--- src/rtl/fetch_wait_pkg.sv ---
// Shared types for the fetch wait-state adapter.
//   fetch_state_e : grant-side FSM states
//   stamp_t       : free-running timestamp used to age queued responses
//   rsp_entry_t   : one queued device response {rdata, err, stamp}
package fetch_wait_pkg;

    typedef enum logic [1:0] {
        IDLE  = 2'd0,
        WAIT  = 2'd1,
        STALL = 2'd2
    } fetch_state_e;

    localparam int unsigned StampWidth   = 5;
    localparam int unsigned RspDataWidth = 32;

    typedef logic [StampWidth-1:0] stamp_t;

    typedef struct packed {
        logic [RspDataWidth-1:0] rdata;
        logic                    err;
        stamp_t                  stamp;
    } rsp_entry_t;

    // Age of an entry relative to the running stamp. Modulo arithmetic is
    // safe because no entry can sit in the queue for 2**StampWidth cycles.
    function automatic stamp_t stamp_age(stamp_t now, stamp_t stamp);
        return now - stamp;
    endfunction

endpackage

--- src/rtl/fetch_wait_state_adapter_rsp_stamp_fifo.sv ---
// In-order response queue holding timestamped device responses.
//   clk_i, rst_i   : clock, synchronous active-high reset
//   push_i         : write push_entry_i at the tail
//   pop_i          : drop the head entry (parent decides when it has aged)
//   head_o         : oldest entry, valid when empty_o=0
//   full_o/empty_o : occupancy flags
module rsp_stamp_fifo
    import fetch_wait_pkg::*;
#(
    parameter int unsigned Depth = 4
) (
    input  logic       clk_i,
    input  logic       rst_i,
    input  logic       push_i,
    input  rsp_entry_t push_entry_i,
    input  logic       pop_i,
    output rsp_entry_t head_o,
    output logic       full_o,
    output logic       empty_o
);

    localparam int unsigned PtrWidth = (Depth > 1) ? $clog2(Depth) : 1;
    localparam int unsigned CntWidth = PtrWidth + 1;

    rsp_entry_t          mem_q [Depth];
    rsp_entry_t          mem_d [Depth];
    logic [PtrWidth-1:0] wr_ptr_q, wr_ptr_d;
    logic [PtrWidth-1:0] rd_ptr_q, rd_ptr_d;
    logic [CntWidth-1:0] count_q, count_d;

    always_comb begin
        mem_d    = mem_q;
        wr_ptr_d = wr_ptr_q;
        rd_ptr_d = rd_ptr_q;
        count_d  = count_q;
        if (push_i) begin
            mem_d[wr_ptr_q] = push_entry_i;
            wr_ptr_d        = wr_ptr_q + PtrWidth'(1);
        end
        if (pop_i) begin
            rd_ptr_d = rd_ptr_q + PtrWidth'(1);
        end
        case ({push_i, pop_i})
            2'b10:   count_d = count_q + CntWidth'(1);
            2'b01:   count_d = count_q - CntWidth'(1);
            default: count_d = count_q;
        endcase
    end

    always_ff @(posedge clk_i) begin
        if (rst_i) begin
            for (int i = 0; i < int'(Depth); i++) begin
                mem_q[i] <= '0;
            end
            wr_ptr_q <= '0;
            rd_ptr_q <= '0;
            count_q  <= '0;
        end else begin
            mem_q    <= mem_d;
            wr_ptr_q <= wr_ptr_d;
            rd_ptr_q <= rd_ptr_d;
            count_q  <= count_d;
        end
    end

    assign head_o  = mem_q[rd_ptr_q];
    assign full_o  = (count_q == CntWidth'(Depth));
    assign empty_o = (count_q == '0);

endmodule

--- src/rtl/fetch_wait_state_adapter.sv ---
// Fetch wait-state adapter: sits between the core instruction-fetch port and
// an always-granting RAM port, adding a programmable grant latency and a
// programmable response latency, with a bounded number of outstanding fetches.
//   clk_i, rst_i                 : clock, synchronous active-high reset
//   gnt_wait_i                   : cycles a request is held before grant (live)
//   rsp_wait_i                   : extra cycles added to each response (live)
//   host_req_i/host_gnt_o        : core fetch handshake, grant is combinational
//   host_addr_i                  : fetch address, forwarded on the grant cycle
//   host_rvalid_o/rdata_o/err_o  : in-order responses, zero when not valid
//   dev_req_o/dev_addr_o         : request to RAM, addr zero when no request
//   dev_rvalid_i/rdata_i/err_i   : RAM response, one cycle after dev_req_o
//
// state | meaning
// IDLE  | no request being delayed; zero-wait requests grant here directly
// WAIT  | counting grant latency for the current request
// STALL | latency elapsed, waiting for an outstanding slot to free up
module fetch_wait_state_adapter
    import fetch_wait_pkg::*;
#(
    parameter int unsigned AddrWidth      = 32,
    parameter int unsigned DataWidth      = RspDataWidth,
    parameter int unsigned MaxOutstanding = 4,
    parameter int unsigned WaitWidth      = 4
) (
    input  logic                 clk_i,
    input  logic                 rst_i,
    input  logic [WaitWidth-1:0] gnt_wait_i,
    input  logic [WaitWidth-1:0] rsp_wait_i,
    input  logic                 host_req_i,
    output logic                 host_gnt_o,
    input  logic [AddrWidth-1:0] host_addr_i,
    output logic                 host_rvalid_o,
    output logic [DataWidth-1:0] host_rdata_o,
    output logic                 host_err_o,
    output logic                 dev_req_o,
    output logic [AddrWidth-1:0] dev_addr_o,
    input  logic                 dev_rvalid_i,
    input  logic [DataWidth-1:0] dev_rdata_i,
    input  logic                 dev_err_i
);

    localparam int unsigned OutWidth = $clog2(MaxOutstanding + 1);

    fetch_state_e         state_q, state_d;
    logic [WaitWidth-1:0] cnt_q, cnt_d;
    logic [OutWidth-1:0]  outst_q, outst_d;
    stamp_t               stamp_q, stamp_d;
    logic                 dev_pending_q, dev_pending_d;

    rsp_entry_t fifo_head;
    rsp_entry_t fifo_push_entry;
    logic       fifo_push;
    logic       fifo_full;
    logic       fifo_empty;
    logic       pop_en;
    logic       has_space;
    logic       grant;
    stamp_t     rsp_wait_ext;

    // Response release. The pop frees a slot in the same cycle, so a stalled
    // request can be granted alongside the response that makes room for it.
    always_comb begin
        rsp_wait_ext = StampWidth'(rsp_wait_i);
        pop_en       = !rst_i && !fifo_empty
                       && (stamp_age(stamp_q, fifo_head.stamp) > rsp_wait_ext);
        has_space    = (outst_q < OutWidth'(MaxOutstanding)) || pop_en;
    end

    // Only a response to our own previous-cycle request is queued; anything
    // else (e.g. a response to a request issued before reset) is dropped.
    always_comb begin
        fifo_push             = dev_pending_q && dev_rvalid_i;
        fifo_push_entry       = '0;
        fifo_push_entry.rdata = RspDataWidth'(dev_rdata_i);
        fifo_push_entry.err   = dev_err_i;
        fifo_push_entry.stamp = stamp_q;
    end

    always_comb begin
        state_d = state_q;
        cnt_d   = cnt_q;
        grant   = 1'b0;
        case (state_q)
            IDLE: begin
                if (host_req_i) begin
                    if (gnt_wait_i == '0) begin
                        if (has_space) begin
                            grant = 1'b1;
                        end else begin
                            state_d = STALL;
                        end
                    end else begin
                        state_d = WAIT;
                        cnt_d   = WaitWidth'(1);
                    end
                end
            end
            WAIT: begin
                if (!host_req_i) begin
                    state_d = IDLE;
                    cnt_d   = '0;
                end else if (cnt_q >= gnt_wait_i) begin
                    if (has_space) begin
                        grant = 1'b1;
                    end else begin
                        state_d = STALL;
                        cnt_d   = '0;
                    end
                end else begin
                    cnt_d = cnt_q + WaitWidth'(1);
                end
            end
            STALL: begin
                if (!host_req_i) begin
                    state_d = IDLE;
                    cnt_d   = '0;
                end else if (has_space) begin
                    grant = 1'b1;
                end
            end
            default: begin
                state_d = IDLE;
                cnt_d   = '0;
            end
        endcase
        // A back-to-back request restarts its latency count from IDLE.
        if (grant) begin
            state_d = IDLE;
            cnt_d   = '0;
        end
        // Outputs are held quiet in the reset cycle itself.
        if (rst_i) begin
            grant = 1'b0;
        end
    end

    always_comb begin
        stamp_d       = stamp_q + StampWidth'(1);
        dev_pending_d = grant;
        case ({grant, pop_en})
            2'b10:   outst_d = outst_q + OutWidth'(1);
            2'b01:   outst_d = outst_q - OutWidth'(1);
            default: outst_d = outst_q;
        endcase
    end

    always_ff @(posedge clk_i) begin
        if (rst_i) begin
            state_q       <= IDLE;
            cnt_q         <= '0;
            outst_q       <= '0;
            stamp_q       <= '0;
            dev_pending_q <= 1'b0;
        end else begin
            state_q       <= state_d;
            cnt_q         <= cnt_d;
            outst_q       <= outst_d;
            stamp_q       <= stamp_d;
            dev_pending_q <= dev_pending_d;
        end
    end

    rsp_stamp_fifo #(
        .Depth (MaxOutstanding)
    ) u_rsp_fifo (
        .clk_i        (clk_i),
        .rst_i        (rst_i),
        .push_i       (fifo_push),
        .push_entry_i (fifo_push_entry),
        .pop_i        (pop_en),
        .head_o       (fifo_head),
        .full_o       (fifo_full),
        .empty_o      (fifo_empty)
    );

    always_comb begin
        host_gnt_o    = grant;
        dev_req_o     = grant;
        dev_addr_o    = grant ? host_addr_i : '0;
        host_rvalid_o = pop_en;
        host_rdata_o  = pop_en ? DataWidth'(fifo_head.rdata) : '0;
        host_err_o    = pop_en ? fifo_head.err : 1'b0;
    end

    // The outstanding limit keeps the queue from ever being pushed while full.
    fifo_no_overflow: assert property (@(posedge clk_i) disable iff (rst_i)
        !(fifo_push && fifo_full && !pop_en));

endmodule

--- config.mk ---
export PLATFORM = sky130hd
export DESIGN_NAME = fetch_wait_state_adapter
export DESIGN_NICKNAME = d
export VERILOG_FILES = /design/src/rtl/fetch_wait_pkg.sv /design/src/rtl/fetch_wait_state_adapter_rsp_stamp_fifo.sv /design/src/rtl/fetch_wait_state_adapter.sv
export SDC_FILE = /design/constraint.sdc
export NUM_CORES = 1
export LEC_CHECK = 0
export ABC_AREA = 1
export BUFFER_PORTS_ARGS = -buffer_cell sky130_fd_sc_hd__buf_4
export CAP_MARGIN = 15
export CORE_MARGIN = 2
export CORE_UTILIZATION = 51
export CTS_CLUSTER_SIZE = 14
export DETAILED_ROUTE_END_ITERATION = 12
export PLACE_DENSITY = 0.77
export SLEW_MARGIN = 30
export SYNTH_ARGS = -nofsm -noshare
export SYNTH_HDL_FRONTEND = slang
export SYNTH_SLANG_ARGS = --single-unit
--- constraint.sdc ---
create_clock -name clk_i -period 4.21 [get_ports clk_i]
set_input_delay 0.842 -clock clk_i [delete_from_list [all_inputs] [get_ports clk_i]]
set_output_delay 0.842 -clock clk_i [all_outputs]
set_load 0.01 [all_outputs]
# After elaboration in Yosys (flattened, before gate mapping)
# Cells that the tools add are included.
# W data, S select, Z words.
# op_classes
addsub,9
magnitude_cmp,6
n_eq_ne,11
n_mux,33
n_bitwise,2
reduce_logical,15
# op_table
op,n
$bwmux W152,1
$mux W38,3
$bmux W38 S2,1
$demux W38 S2,1
$mux W32,2
$mux W4,6
$mux W2,6
$pmux W3 S2,2
$pmux W4 S3,1
$mux W1,8
$add A3 B1 Y3 const B,2
$eq A2 B1 Y1 const B,3
$eq A2 B2 Y1 const B,3
$ge A3 B3 Y1 const B,2
$ne A2 B2 Y1 const B,3
$not A2 Y3,2
$pmux W2 S3,1
$sub A3 B1 Y3 const B,2
$add A5 B1 Y5 const B,1
$gt A5 B4 Y1,1
$sub A5 B5 Y5,1
$add A2 B1 Y2 const B,2
$add A4 B1 Y4 const B,1
$ge A4 B4 Y1,1
15 further kinds,20
# word_totals
ff_bits,174
inputBits,77
output_inout_bits,68

# Longest topological paths before layout
# depth
depth_word,15
depth_mapped,29
mapped_depth_nobuf,26

# Modules after synthesis
# From an unflattened synthesis, not the netlist that was laid out.
# hier_totals
cells_unflattened,1236
area_unflattened_um2,8624.5
# by_module_without_submodules
mod,instances,cells_each,area_per_inst_um2
rsp_stamp_fifo,1,928,6760.2
fetch_wait_state_adapter,1,308,1864.3

# Worst setup path before layout
# OpenSTA, ideal clock, no wires.
# synth_path
kind,register -> register
from,register u_rsp_fifo.rd_ptr_q[0]
to,register outst_q[2]
arrival_ns,4.372
t_required_ns,4.088
path_slack_ns,-0.284
path_stages_with_launch,30
n_path_buf,4
synth_period_minus_slack_ns,4.494
path_cell_list,dfxtp_1 > clkbuf_1 > buf_2 > clkbuf_1 > nor2_1 > o22ai_1 > ha_1 > inv_1 > fa_1 > xor2_1 > ha_1 > nand2_1 > nand2_1 > nand2_1 > nand2_1 > a21oi_1 > o21ai_2 > nand2_2 > nand2_2 > o21ai_2 > nor2_4 > inv_2 > buf_6 > ha_1 > inv_1 > fa_1 > a21oi_1 > o21ai_0 > o21ai_0 > a21oi_1
# synth_between
elab_chain_cells,15
# synth_lines
element,line_no,rtl
from (decl),fetch_wait_state_adapter_rsp_stamp_fifo.sv:28,"logic [PtrWidth-1:0] rd_ptr_q, rd_ptr_d;"
from (signal assigned),fetch_wait_state_adapter_rsp_stamp_fifo.sv:61,rd_ptr_q <= rd_ptr_d;
$not A2 Y3 (implied by the code) *,fetch_wait_state_adapter_rsp_stamp_fifo.sv:66,assign head_o = mem_q[rd_ptr_q];
$bmux W38 S2 *,fetch_wait_state_adapter_rsp_stamp_fifo.sv:66,
$mux W38 (implied by the code) * (2 in series),fetch_wait_state_adapter_rsp_stamp_fifo.sv:66,
$sub A5 B5 Y5 *,fetch_wait_pkg.sv:27,return now - stamp;
$gt A5 B4 Y1 *,fetch_wait_state_adapter.sv:65,"&& (stamp_age(stamp_q, fifo_head.stamp) > rsp_wait_ext);"
$logic_and A1 B1 Y1 *,fetch_wait_state_adapter.sv:65,
$logic_or A1 B1 Y1 *,fetch_wait_state_adapter.sv:66,has_space = (outst_q < OutWidth'(MaxOutstanding)) || pop_en;
$mux W1 *,"fetch_wait_state_adapter.sv:87, fetch_wait_state_adapter.sv:103, fetch_wait_state_adapter.sv:117",
$mux W1 (on tied branches),"fetch_wait_state_adapter.sv:102, fetch_wait_state_adapter.sv:86",
$mux W1 (on tied branches),"fetch_wait_state_adapter.sv:99, fetch_wait_state_adapter.sv:85",
$pmux W1 S3 *,fetch_wait_state_adapter.sv:83,case (state_q)
$mux W1 *,fetch_wait_state_adapter.sv:132,if (rst_i) begin
named net dev_req_o,fetch_wait_state_adapter.sv:35,"output logic dev_req_o,"
$eq A2 B1 Y1 or $eq A2 B2 Y1 (tied branches),fetch_wait_state_adapter.sv:140,"case ({grant, pop_en})"
$pmux W3 S2 or $reduce_bool A2 Y1 (tied branches),--,
to (signal assigned),fetch_wait_state_adapter.sv:157,outst_q <= outst_d;
to (decl),fetch_wait_state_adapter.sv:46,"logic [OutWidth-1:0] outst_q, outst_d;"
# The timed path passes the listed nets; every way through them passes the cells marked *. The select of a mux whose other input is x is not followed.
# A chain may end at the register's enable or synchronous reset.

# Worst setup path in the final report
# layout_path
from,register u_rsp_fifo.rd_ptr_q[0]
to,output dev_addr_o[19]
# layout_between
elab_chain_cells,14
# layout_lines
element,line_no,rtl
$not A2 Y3 (implied by the code) *,fetch_wait_state_adapter_rsp_stamp_fifo.sv:66,
$bmux W38 S2 *,fetch_wait_state_adapter_rsp_stamp_fifo.sv:66,
$mux W38 (implied by the code) * (2 in series),fetch_wait_state_adapter_rsp_stamp_fifo.sv:66,
$sub A5 B5 Y5 *,fetch_wait_pkg.sv:27,
$gt A5 B4 Y1 *,fetch_wait_state_adapter.sv:65,
$logic_and A1 B1 Y1 *,fetch_wait_state_adapter.sv:65,
$logic_or A1 B1 Y1 *,fetch_wait_state_adapter.sv:66,
$mux W1 *,"fetch_wait_state_adapter.sv:87, fetch_wait_state_adapter.sv:103, fetch_wait_state_adapter.sv:117",
$mux W1 (on tied branches),"fetch_wait_state_adapter.sv:102, fetch_wait_state_adapter.sv:86",
$mux W1 (on tied branches),"fetch_wait_state_adapter.sv:99, fetch_wait_state_adapter.sv:85",
$pmux W1 S3 *,fetch_wait_state_adapter.sv:83,
$mux W1 *,fetch_wait_state_adapter.sv:132,
$mux W32 *,fetch_wait_state_adapter.sv:179,dev_addr_o = grant ? host_addr_i : '0;
to (decl),fetch_wait_state_adapter.sv:36,"output logic [AddrWidth-1:0] dev_addr_o,"
# Every way passes the cells marked *; elsewhere a longest branch is shown, timed or not. The select of a mux whose other input is x is not followed.

==> results.md <==
* Initial core utilization at 0.5190
* Final Worst Setup Slack at -164.7 ps
* Hold/Removal Path Class: reg -> reg
* Worst R2R Setup Slack at 140 ps
* Root Driver: clkbuf_16
* Max-cap violations at 0
* Via count at 8253
* Final hold slack at 447.5 ps
* Netlist cell types at 34
* Critical path endpoint category: output pin
* Multi-input logic area at 0.004334 mm²
* First-pass GRT wire length at 36230 µm
* Leading cell types in the layout, fill and taps excluded: a21oi_1 (208), dfxtp_1 (172), buf_4 (141)
* Routed Antenna Nets at 0
* Total I/O pin count at 145
* CP Data Required Time at 3370 ps
* Fmax at 228.6 MHz
* Setup violations, final at 57
* Number of enable flip-flop cells after synthesis at 0
* Die Ht at 130.9 µm
* Sum Neg Setup Slack at -6194 ps
* Sequential element share of the synthesized area at 0.4241
* Die width at 130.9 µm
* Sequential cell area at 0.003491 mm²
* Power Dens Cells at 313.3 mW/mm²
* Violated checks: negative setup slack
* Outcome: finished, violations left
* Num CTS Buffers at 17
* CTS tree: yes
* Max VDD drop at 303.8 µV
* Synthesized area at 0.008214 mm²
* Routed wl met3 at 1699 µm
* IO Port Bufs at 144
* P_leak at 4.144 nW
* GRT Overall Usage at 0.2634
* Largest net degree at the start of global routing at 78
* Routed length per instance at 15.74 µm
* CTS sink count at 174
* Final Hold Fails at 0
* Total Routed Length at 23590 µm
* Crit Path Category: reg -> out
* Clock Pin Slew Worst Setup and Hold Paths at 70 ps
* Post-layout min period at 4375 ps
* M1 wire length at 9994 µm
* Pins Over Slew Limit at 0
* Top Metal Used: met4
* Syn nets at 1250
* Ant. Diodes at 0
* Core area at 0.01583 mm²
* Final #Nets at 1370
* Relative max-transition margin at 0.4955
* RSZ-0062 raised after global routing: true
* Fill cells at 1305
* Layout cell share with drive strength beyond 1 at 0.2463
* Initial antenna violation count at 0
* CTS Buffer Depth at 2
* CP Launch Type: flip-flop
* Die area at 0.01714 mm²
* Tcrit/Tclk final at 1.039
* Worst r2r src: u_rsp_fifo.rd_ptr_q[0]
* CP arrival at 3530 ps
* Total Power at 3.423 mW
* Util after Layout at 0.6903
* 1st-pass router iterations at 5
* Area Overhead vs Synth at 33.01%
* Critical Path Start: u_rsp_fifo.rd_ptr_q[0]
* Vias in the first global route at 7551
* H-tree Lvls at 4
* Row count at 46
* Top_reg_cell synth: dfxtp_1
* R2R depth at 23
* Global route overflow at 0
* DRC viols at 0
* CTS Hold Bufs at 0
* Synthesized flop and latch total at 174
* Ys async rst share at 0
* Syn Inst Count at 1150
* Placer Congestion at 0.8296
* Skew final at 11.51 ps
* Worst-skew pair later-pin latency at 440 ps
* CP Max Fanout at 8
* FF-to-FF End: u_rsp_fifo.count_q[2]
* Syn_area_per_cell at 7.143 µm²
* End point of the critical path: dev_addr_o[19]
* WL met2 at 11550 µm
* Worst-Margin Slew at 756.7 ps
* Commonest non-fill, non-tap cell in the layout: a21oi_1
* Vias per Instance at 5.506
* Syn. warnings at 0
* Post-DP HPWL at 13100 µm
* Starting DRC count in detailed routing at 838
==> critical path, cell delays in order (launching register included) <==
cell and delay (ps):
dfxtp_4 420, o21ai_2 90, o22ai_2 210, ha_2 210
inv_2 40, fa_2 340, xor2_1 180, ha_1 300
and3_4 160, and2_4 130, o21ai_2 110, nand2_2 100
nand2_4 90, o21ai_4 70, nor2_4 130, clkinv_4 120
clkbuf_16 190, nor2_1 90, buf_4 130
==> where the power goes <==
| part | leakage, nW | internal (mW) | switching [mW] |
|---|---|---|---|
| clock | 0.267 | 0.776 | 0.725 |
| sequential | 1.40 | 1.66 | 0.0110 |
| combinational | 2.47 | 0.113 | 0.143 |
==> routing by layer <==
metal,vias to the layer above,track usage
met2,289,0.4467
li1,4076,-
met1,3855,0.3393
met3,33,0.06026
met4,0,0.07071
met5,-,0
==> synthesized netlist by cell type (2+ instances only) <==
library cell	instances	share of area
nand3_1	93	0.057
nand4_1	4	0.0030
buf_2	2	0.0012
inv_2	3	0.0014
nor3_1	34	0.021
ha_1	20	0.030
o21ai_0	126	0.077
buf_1	10	0.0046
buf_6	3	0.0041
nand2_2	2	0.0015
xnor2_1	2	0.0021
nor2_2	9	0.0069
fa_1	3	0.0073
clkbuf_1	73	0.033
nand2_1	119	0.054
a21oi_1	214	0.13
inv_1	140	0.064
nor2_1	69	0.032
a211oi_1	33	0.030
dfxtp_1	174	0.42
xor2_1	3	0.0032
o21ai_2	2	0.0021
==> state kept, by name, summed over array words and instances (netlist names) <==
name / flops
u_rsp_fifo.rd_ptr_q: 2
state_q: 2
u_rsp_fifo.mem_q: 152
u_rsp_fifo.count_q: 3
outst_q: 3
dev_pending_q: 1
cnt_q: 4
u_rsp_fifo.wr_ptr_q: 2
stamp_q: 5
==> through the flow <==
stage / std cells / setup slack, ps / cell area [µm²]
5_1_grt: 1499 / -310.8 / 10930
6_report: 1499 / -164.7 / 10930
4_1_cts: 1486 / -115.7 / 10290
2_1_floorplan: 1150 / 22.32 / 8230
3_5_place_dp: 1439 / 56.94 / 9373
3_3_place_gp: 1439 / 237.3 / 9373
==> timing repair <==
action / CTS / global route
cloned: 2 / 4
setup endpoints to repair: 66 / 70
gates resized for setup: 57 / 117
hold endpoints to repair: 0 / 0
setup buffers: 13 / 10
pin swaps: 5 / 6
==> worst min path at each step <==
stage | from | endpoint | slack [ps] | depth (start not counted)
after floorplan | u_rsp_fifo.mem_q[115] | u_rsp_fifo.mem_q[115] | 420 | 2
final | u_rsp_fifo.mem_q[55] | u_rsp_fifo.mem_q[55] | 450 | 2
after global routing | u_rsp_fifo.mem_q[67] | u_rsp_fifo.mem_q[67] | 460 | 2
after CTS | u_rsp_fifo.mem_q[59] | u_rsp_fifo.mem_q[59] | 450 | 2
after global placement | u_rsp_fifo.mem_q[61] | u_rsp_fifo.mem_q[61] | 430 | 2
after detailed placement | u_rsp_fifo.mem_q[59] | u_rsp_fifo.mem_q[59] | 440 | 2
==> cell families (layout without fill, tap and decap cells) <==
logic type               Yosys count  after routing  synth area share
XOR/XNOR                           5              5          0.005332
AO/OA/AOI/OAI                    380            380            0.2437
adder cells (fa/ha/maj)           23             23           0.03778
AND/OR/NAND/NOR                  335            335            0.1791
buffers and inverters            233            366            0.1100
flip-flops                       174            174            0.4241
==> layout make-up <==
| type | count | area share |
|---|---|---|
| clock buffer | 17 | 0.03894 |
| timing repair buffer | 190 | 0.1577 |
| clock inverter | 15 | 0.01168 |
| inverter | 144 | 0.05073 |
| multi-input combinational | 743 | 0.3967 |
| sequential | 174 | 0.3195 |
| tap | 216 | 0.02474 |
No activity file was read; power rests on OpenSTA's default activity.
